File: src/rtl/multicycle_ctrl_if.sv
// Control bundle between the multicycle sequencer and the shared datapath.
// master = sequencer side, slave = datapath side.
interface multicycle_ctrl_if #(
  parameter int ALUOP_W = 3,
  parameter int STATE_W = 4
);
  logic [5:0]         opcode;
  logic [5:0]         funct;
  logic               mem_ready;
  logic               pcwrite;
  logic               pcwrite_cond;
  logic               bne;
  logic               iord;
  logic               memread;
  logic               memwrite;
  logic               irwrite;
  logic               memtoreg;
  logic [1:0]         regdst;
  logic               regwrite;
  logic               alusrca;
  logic [1:0]         alusrcb;
  logic [ALUOP_W-1:0] aluop;
  logic [1:0]         pcsource;
  logic               illegal_op;
  logic [STATE_W-1:0] state;

  modport master (
    input  opcode,
    input  funct,
    input  mem_ready,
    output pcwrite,
    output pcwrite_cond,
    output bne,
    output iord,
    output memread,
    output memwrite,
    output irwrite,
    output memtoreg,
    output regdst,
    output regwrite,
    output alusrca,
    output alusrcb,
    output aluop,
    output pcsource,
    output illegal_op,
    output state
  );

  modport slave (
    output opcode,
    output funct,
    output mem_ready,
    input  pcwrite,
    input  pcwrite_cond,
    input  bne,
    input  iord,
    input  memread,
    input  memwrite,
    input  irwrite,
    input  memtoreg,
    input  regdst,
    input  regwrite,
    input  alusrca,
    input  alusrcb,
    input  aluop,
    input  pcsource,
    input  illegal_op,
    input  state
  );
endinterface

File: src/rtl/multicycle_ctrl.sv
// Moore sequencer for the shared-ALU / unified-memory MIPS datapath.
// One datapath step per state; outputs registered from the next state.
module multicycle_ctrl #(
  parameter int ALUOP_W = 3,
  parameter int STATE_W = 4
) (
  input  logic              clock,
  input  logic              Reset,
  multicycle_ctrl_if.master bus
);

  typedef enum logic [3:0] {
    FETCH  = 4'd0,
    DECODE = 4'd1,
    MEMADR = 4'd2,
    MEMRD  = 4'd3,
    MEMWB  = 4'd4,
    MEMWR  = 4'd5,
    RTYPE  = 4'd6,
    RWB    = 4'd7,
    BRANCH = 4'd8,
    JUMP   = 4'd9,
    JAL    = 4'd10,
    JR     = 4'd11,
    ADDI   = 4'd12,
    IWB    = 4'd13
  } state_t;

  typedef struct packed {
    logic               pcwrite;
    logic               pcwrite_cond;
    logic               bne;
    logic               iord;
    logic               memread;
    logic               memwrite;
    logic               fetch;
    logic               memtoreg;
    logic [1:0]         regdst;
    logic               regwrite;
    logic               alusrca;
    logic [1:0]         alusrcb;
    logic [ALUOP_W-1:0] aluop;
    logic [1:0]         pcsource;
  } ctl_t;

  localparam logic [5:0] OP_R    = 6'b000000;
  localparam logic [5:0] OP_LW   = 6'b100011;
  localparam logic [5:0] OP_SW   = 6'b101011;
  localparam logic [5:0] OP_BEQ  = 6'b000100;
  localparam logic [5:0] OP_BNE  = 6'b000101;
  localparam logic [5:0] OP_J    = 6'b000010;
  localparam logic [5:0] OP_JAL  = 6'b000011;
  localparam logic [5:0] OP_ADDI = 6'b001000;
  localparam logic [5:0] FN_JR   = 6'b001000;

  localparam logic [ALUOP_W-1:0] ALU_ADD = ALUOP_W'(0);
  localparam logic [ALUOP_W-1:0] ALU_SUB = ALUOP_W'(1);
  localparam logic [ALUOP_W-1:0] ALU_FN  = ALUOP_W'(2);

  state_t state_q;
  state_t nstate;
  state_t tgt;
  logic   run_q;
  logic   illegal_q;
  logic   bad_op;
  ctl_t   ctl_q;
  ctl_t   ctl_d;

  logic is_r;
  logic is_mem;
  logic is_br;
  logic is_j;
  logic is_jal;
  logic is_addi;

  assign is_r    = bus.opcode == OP_R;
  assign is_mem  = bus.opcode == OP_LW
                || bus.opcode == OP_SW;
  assign is_br   = bus.opcode == OP_BEQ
                || bus.opcode == OP_BNE;
  assign is_j    = bus.opcode == OP_J;
  assign is_jal  = bus.opcode == OP_JAL;
  assign is_addi = bus.opcode == OP_ADDI;

  always_comb begin
    nstate = FETCH;
    bad_op = 1'b0;
    case (state_q)
      FETCH:
        nstate = bus.mem_ready ? DECODE : FETCH;
      DECODE: begin
        unique case (1'b1)
          is_r:
            nstate = (bus.funct == FN_JR) ? JR : RTYPE;
          is_mem:  nstate = MEMADR;
          is_br:   nstate = BRANCH;
          is_j:    nstate = JUMP;
          is_jal:  nstate = JAL;
          is_addi: nstate = ADDI;
          default: begin
            nstate = FETCH;
            bad_op = 1'b1;
          end
        endcase
      end
      MEMADR:
        nstate = (bus.opcode == OP_SW) ? MEMWR : MEMRD;
      MEMRD:
        nstate = bus.mem_ready ? MEMWB : MEMRD;
      MEMWR:
        nstate = bus.mem_ready ? FETCH : MEMWR;
      RTYPE:   nstate = RWB;
      ADDI:    nstate = IWB;
      default: nstate = FETCH;
    endcase
  end

  // First edge after reset only arms the strobes; FETCH is held one cycle.
  assign tgt = run_q ? nstate : FETCH;

  always_comb begin
    ctl_d = '0;
    case (tgt)
      FETCH: begin
        ctl_d.memread = 1'b1;
        ctl_d.fetch   = 1'b1;
        ctl_d.alusrcb = 2'd1;
        ctl_d.aluop   = ALU_ADD;
      end
      DECODE: begin
        ctl_d.alusrcb = 2'd3;
        ctl_d.aluop   = ALU_ADD;
      end
      MEMADR: begin
        ctl_d.alusrca = 1'b1;
        ctl_d.alusrcb = 2'd2;
        ctl_d.aluop   = ALU_ADD;
      end
      MEMRD: begin
        ctl_d.iord    = 1'b1;
        ctl_d.memread = 1'b1;
      end
      MEMWB: begin
        ctl_d.regdst   = 2'd0;
        ctl_d.memtoreg = 1'b1;
        ctl_d.regwrite = 1'b1;
      end
      MEMWR: begin
        ctl_d.iord     = 1'b1;
        ctl_d.memwrite = 1'b1;
      end
      RTYPE: begin
        ctl_d.alusrca = 1'b1;
        ctl_d.alusrcb = 2'd0;
        ctl_d.aluop   = ALU_FN;
      end
      RWB: begin
        ctl_d.regdst   = 2'd1;
        ctl_d.regwrite = 1'b1;
      end
      BRANCH: begin
        ctl_d.alusrca      = 1'b1;
        ctl_d.aluop        = ALU_SUB;
        ctl_d.pcwrite_cond = 1'b1;
        ctl_d.pcsource     = 2'd1;
        ctl_d.bne          = bus.opcode == OP_BNE;
      end
      JUMP: begin
        ctl_d.pcwrite  = 1'b1;
        ctl_d.pcsource = 2'd2;
      end
      JAL: begin
        ctl_d.pcwrite  = 1'b1;
        ctl_d.pcsource = 2'd2;
        ctl_d.regdst   = 2'd2;
        ctl_d.regwrite = 1'b1;
      end
      JR: begin
        ctl_d.alusrca  = 1'b1;
        ctl_d.pcwrite  = 1'b1;
        ctl_d.pcsource = 2'd3;
      end
      ADDI: begin
        ctl_d.alusrca = 1'b1;
        ctl_d.alusrcb = 2'd2;
        ctl_d.aluop   = ALU_ADD;
      end
      IWB: begin
        ctl_d.regdst   = 2'd0;
        ctl_d.regwrite = 1'b1;
      end
      default: ctl_d = '0;
    endcase
  end

  always_ff @(posedge clock or posedge Reset) begin
    if (Reset) begin
      state_q   <= FETCH;
      run_q     <= 1'b0;
      illegal_q <= 1'b0;
      ctl_q     <= '0;
    end else begin
      state_q   <= tgt;
      run_q     <= 1'b1;
      illegal_q <= run_q & bad_op;
      ctl_q     <= ctl_d;
    end
  end

  // IR load and PC+4 follow the memory handshake inside FETCH.
  assign bus.irwrite      = ctl_q.fetch & bus.mem_ready;
  assign bus.pcwrite      = ctl_q.pcwrite
                          | (ctl_q.fetch & bus.mem_ready);
  assign bus.pcwrite_cond = ctl_q.pcwrite_cond;
  assign bus.bne          = ctl_q.bne;
  assign bus.iord         = ctl_q.iord;
  assign bus.memread      = ctl_q.memread;
  assign bus.memwrite     = ctl_q.memwrite;
  assign bus.memtoreg     = ctl_q.memtoreg;
  assign bus.regdst       = ctl_q.regdst;
  assign bus.regwrite     = ctl_q.regwrite;
  assign bus.alusrca      = ctl_q.alusrca;
  assign bus.alusrcb      = ctl_q.alusrcb;
  assign bus.aluop        = ctl_q.aluop;
  assign bus.pcsource     = ctl_q.pcsource;
  assign bus.illegal_op   = illegal_q;
  assign bus.state        = STATE_W'(state_q);

endmodule

File: src/flat_wrapper.sv
// flat-port wrapper written by rule: the top's interface ports become plain ports
module multicycle_ctrl_flat 
#(
  parameter int ALUOP_W = 3,
  parameter int STATE_W = 4
)
  (clock, Reset, bus_opcode, bus_funct, bus_mem_ready, bus_pcwrite, bus_pcwrite_cond, bus_bne, bus_iord, bus_memread, bus_memwrite, bus_irwrite, bus_memtoreg, bus_regdst, bus_regwrite, bus_alusrca, bus_alusrcb, bus_aluop, bus_pcsource, bus_illegal_op, bus_state);
  multicycle_ctrl_if #(.ALUOP_W(ALUOP_W), .STATE_W(STATE_W)) bus_i ();
  input  logic clock;
  input  logic Reset;
  input wire logic [$bits(bus_i.opcode)-1:0] bus_opcode;
  input wire logic [$bits(bus_i.funct)-1:0] bus_funct;
  input wire logic [$bits(bus_i.mem_ready)-1:0] bus_mem_ready;
  output wire logic [$bits(bus_i.pcwrite)-1:0] bus_pcwrite;
  output wire logic [$bits(bus_i.pcwrite_cond)-1:0] bus_pcwrite_cond;
  output wire logic [$bits(bus_i.bne)-1:0] bus_bne;
  output wire logic [$bits(bus_i.iord)-1:0] bus_iord;
  output wire logic [$bits(bus_i.memread)-1:0] bus_memread;
  output wire logic [$bits(bus_i.memwrite)-1:0] bus_memwrite;
  output wire logic [$bits(bus_i.irwrite)-1:0] bus_irwrite;
  output wire logic [$bits(bus_i.memtoreg)-1:0] bus_memtoreg;
  output wire logic [$bits(bus_i.regdst)-1:0] bus_regdst;
  output wire logic [$bits(bus_i.regwrite)-1:0] bus_regwrite;
  output wire logic [$bits(bus_i.alusrca)-1:0] bus_alusrca;
  output wire logic [$bits(bus_i.alusrcb)-1:0] bus_alusrcb;
  output wire logic [$bits(bus_i.aluop)-1:0] bus_aluop;
  output wire logic [$bits(bus_i.pcsource)-1:0] bus_pcsource;
  output wire logic [$bits(bus_i.illegal_op)-1:0] bus_illegal_op;
  output wire logic [$bits(bus_i.state)-1:0] bus_state;
  assign bus_i.opcode = bus_opcode;
  assign bus_i.funct = bus_funct;
  assign bus_i.mem_ready = bus_mem_ready;
  assign bus_pcwrite = bus_i.pcwrite;
  assign bus_pcwrite_cond = bus_i.pcwrite_cond;
  assign bus_bne = bus_i.bne;
  assign bus_iord = bus_i.iord;
  assign bus_memread = bus_i.memread;
  assign bus_memwrite = bus_i.memwrite;
  assign bus_irwrite = bus_i.irwrite;
  assign bus_memtoreg = bus_i.memtoreg;
  assign bus_regdst = bus_i.regdst;
  assign bus_regwrite = bus_i.regwrite;
  assign bus_alusrca = bus_i.alusrca;
  assign bus_alusrcb = bus_i.alusrcb;
  assign bus_aluop = bus_i.aluop;
  assign bus_pcsource = bus_i.pcsource;
  assign bus_illegal_op = bus_i.illegal_op;
  assign bus_state = bus_i.state;
  multicycle_ctrl #(.ALUOP_W(ALUOP_W), .STATE_W(STATE_W)) u_core (.clock(clock), .Reset(Reset), .bus(bus_i));
endmodule
File: config.mk
export PLATFORM = sky130hd
export DESIGN_NAME = multicycle_ctrl_flat
export DESIGN_NICKNAME = d
export VERILOG_FILES = /design/src/rtl/multicycle_ctrl_if.sv /design/src/rtl/multicycle_ctrl.sv /design/src/flat_wrapper.sv
export SDC_FILE = /design/constraint.sdc
export NUM_CORES = 1
export LEC_CHECK = 0
export BUFFER_PORTS_ARGS = -buffer_cell sky130_fd_sc_hd__buf_2
export CORE_MARGIN = 10
export CORE_UTILIZATION = 51
export DETAILED_ROUTE_END_ITERATION = 8
export GPL_TIMING_DRIVEN = 0
export PLACE_DENSITY_LB_ADDON = 0.2
export REMOVE_ABC_BUFFERS = 1
export SYNTH_ARGS = -nofsm -noshare
export SYNTH_HDL_FRONTEND = slang
export SYNTH_SLANG_ARGS = --single-unit
File: constraint.sdc
create_clock -name clock -period 2.77 [get_ports clock]
set_input_delay 0.554 -clock clock [delete_from_list [all_inputs] [get_ports clock]]
set_output_delay 0.554 -clock clock [all_outputs]
set_load 0.02 [all_outputs]
==> impl_results.md <==
* Worst slew pin tran at 0.8071 ns
* Final ANT Viol Nets at 0
* Top Family by Delay on Critical Path: simple AND/OR/NAND/NOR gates
* I/O Buffers at 37
* Vias in the first global route at 1042
* VDD IR max at 0.4278 mV
* Max clock buf depth at 2
* Postcts setup bufs at 0
* Sequential element share of the synthesized area at 42.44%
* Cell internal pwr at around 430 uW
* Layout cell share with drive strength beyond 1 at a little over a third
* Post-Synthesis Cells at ~140
* DR pass1 iterations at 4
* HPWL Detailed at 2149 um
* Async S/R FF share, synth at 100.0%
* Seq pwr share at between 50 and 60%
* H-Tree Depth at 1
* Met2 wire length at 1293 um
* Dpl cells at 191
* Critical-path cell list: nor4b_4 > nand2_1 > o221ai_2 > or4b_4 > or3b_4 > o2111ai_2
* Placed Instance Area at 0.001464 mm^2
* Die Wd at between 70 and 80 um
* Post-synth EDFFs at 0
* Psw at between 150 and 200 uW
* Top layer in use: met3
* Crit Path Class: flip-flop to flip-flop
* Gr ovfl total at 0
* I/O pin cnt at 39
* Critical path fanouts, max at 11
* Status: completed
* Cell area power density at 390.1 mW/mm^2
* Fin nets at 181
* First-pass GRT wire length at about 4700 um
* Final TNS setup at 0 ns
* Critical path's slowest cell: dfrtp_1
* RePlAce Congestion at 0.7688
* Combinational Power Share at approximately 14%
* #FFs+latches synth at 23
* Final period util at 83.58%
* Vias per std cell at 5.426
* TritonCTS buffer count at 3
* Vias at 1058
* Worst min-delay path class: input pin to asynchronous set/reset pin
* Predominant post-synthesis flop cell: dfrtp_1
* Post-route DRC at 0
* Inserted Diodes at 0
* Met3 Wirelength at ~230 um
* Initial DRC Count at 96
* Design Area, Final at 0.001491 mm^2
* Total Power Consumption at 581.8 uW
* CTS tree: built
* Worst Path Buf+Inv at 0
* Setup crit end kind: flip-flop
* Cell variety after synth at between 40 and 50
* Final setup viols at 0
* Final wirelength at around 2800 um
* Worst skew pair latency at roughly 0.31 ns
* Switching share of power at 26.42%
* CP Data Arrival Time at 2.56 ns
* Clk pin slew, worst setup/hold paths at 0.13 ns
* Wirelength per Cell at roughly 14 um
* Initial antenna violation count at 0
* Cell Area, Synth at 0.001356 mm^2
* CTS Sinks at 23
* F_max at 431.9 MHz
* Initial core utilization at 54.25%
* Worst-case hold slack at 0.3729 ns
* Synth warn at 0
* CTS root buffer: clkbuf_4
* Leakage at between 0.0007 and 0.0008 uW
* Hold violation count in the final report at 0
* FP Rows at 18
* Die area at 0.005122 mm^2
* Fin cells at 195
* Largest net degree at the start of global routing at 24
* Floorplan die height at approximately 70 um
* Area grow syn2layout at 9.963%
* Total core area at 0.002500 mm^2
* WL met1 at 1283 um
* Total Routing Usage GR at 10.74%
* Unrepaired setup endpoints after global routing: false
* Max-cap violations at 0
* Clock share of power at 25.9%
* WP data required at 3.01 ns
* CTS Hold Bufs at 0
* CP max stage delay at 0.54 ns
* Pins Over Slew Limit at 0
* Startpoint Class: flip-flop
* Clk_skew at 0.01094 ns
* Crit path time final at 2.315 ns
* Resize count post-CTS at 0
* Average size of a mapped cell at just under 10 um^2
* Slew HR at between 40 and 50%
## cells in the final DEF (no fill, tap or decap), drive strengths merged, types with 2 or more instances in the layout
| master | count |
|---|---|
| a21boi | 5 |
| a21oi | 5 |
| and2 | 3 |
| and2b | 2 |
| and3 | 4 |
| and4bb | 2 |
| buf | 37 |
| clkbuf | 3 |
| conb | 2 |
| dfrtp | 23 |
| inv | 6 |
| nand2 | 12 |
| nand2b | 2 |
| nand4 | 3 |
| nor2 | 13 |
| nor3 | 3 |
| nor3b | 4 |
| nor4b | 4 |
| o21ai | 7 |
| o21bai | 2 |
| o31ai | 2 |
| o32ai | 2 |
| or2 | 2 |
| or4b | 2 |
## power by group through the flow
stage,Sequential [uW],Clock (uW),Combinational (uW)
final,348,151,83.2
after CTS,348,155,84.1
after global placement,354,0,82.0
after detailed placement,355,0,83.8
after global routing,350,174,93.3
after floorplan,360,0,45.1
## routing by layer
layer | up-vias | GRT usage [%]
li1 | 541 | -
met1 | 490 | 12.06
met2 | 27 | 18.04
met3 | 0 | 5.923
met4 | 0 | 1.075
met5 | - | 0
## through the flow
step | setup WS, ns | util, %
after detailed placement | 0.3164 | 58.56
after floorplan | 0.4861 | -
after CTS | 0.4386 | 59.66
after global placement | 0.3181 | 58.56
final | 0.4547 | 59.66
after global routing | 0.2964 | 59.66
## cells by family (layout without fill, tap and decap cells)
kind of cell	after synthesis	count (layout)	share of synthesized area [%]
flops	23	23	42.44
compound gates	29	29	15.96
other cells	2	2	0.5537
simple gates	64	64	30.91
buf+inv	20	47	10.15
## registers in the layout, indices dropped and copies added (netlist names)
name,flops
u_core.bus.regdst,2
u_core.bus.memtoreg,1
u_core.bus.alusrcb,2
u_core.bus.pcwrite_cond,1
u_core.bus.state,4
u_core.bus.bne,1
u_core.bus.alusrca,1
u_core.bus.pcsource,2
u_core.bus.regwrite,1
u_core.bus.illegal_op,1
u_core.bus.iord,1
u_core.bus.memread,1
u_core.bus.memwrite,1
u_core.run_q,1
u_core.ctl_q,2
u_core.bus.aluop,1
## worst paths after layout
check	cells past startpoint	endpoint	from	slack (ns)
max in group asynchronous	2	u_core.bus.pcsource[1]$_DFF_PP0_	Reset	1.89
worst max register to register	6	u_core.bus.regwrite$_DFF_PP0_	u_core.bus.state[3]$_DFF_PP0_	0.45
min in group clock	3	u_core.bus.bne$_DFF_PP0_	bus_opcode[0]	0.54
worst min register to register	2	u_core.bus.regwrite$_DFF_PP0_	u_core.run_q$_DFF_PP0_	0.65
worst max-delay path	6	u_core.bus.regwrite$_DFF_PP0_	u_core.bus.state[3]$_DFF_PP0_	0.45
worst min-delay path	2	u_core.bus.alusrcb[1]$_DFF_PP0_	Reset	0.37
## Yosys cell counts (4+ instances only)
cell,n,area share (%)
dfrtp_1,23,42
nor2_1,13,3.6
nand2_1,12,3.3
buf_4,10,5.5
o21ai_0,7,2.6
inv_1,6,1.7
a21oi_1,5,1.8
a21boi_0,4,2.2
nor3b_1,4,2.2
## layout make-up
type | count | area (um^2)
well taps | 30 | 37.54
flip-flops and latches | 23 | 575.6
fillers | 212 | 1008
inverters | 6 | 22.52
multi-input cells | 95 | 643.1
repair buffers | 37 | 185.2
clock inverters | 1 | 5.005
clock buffers | 3 | 22.52
Power figures use the tool's default switching activity.
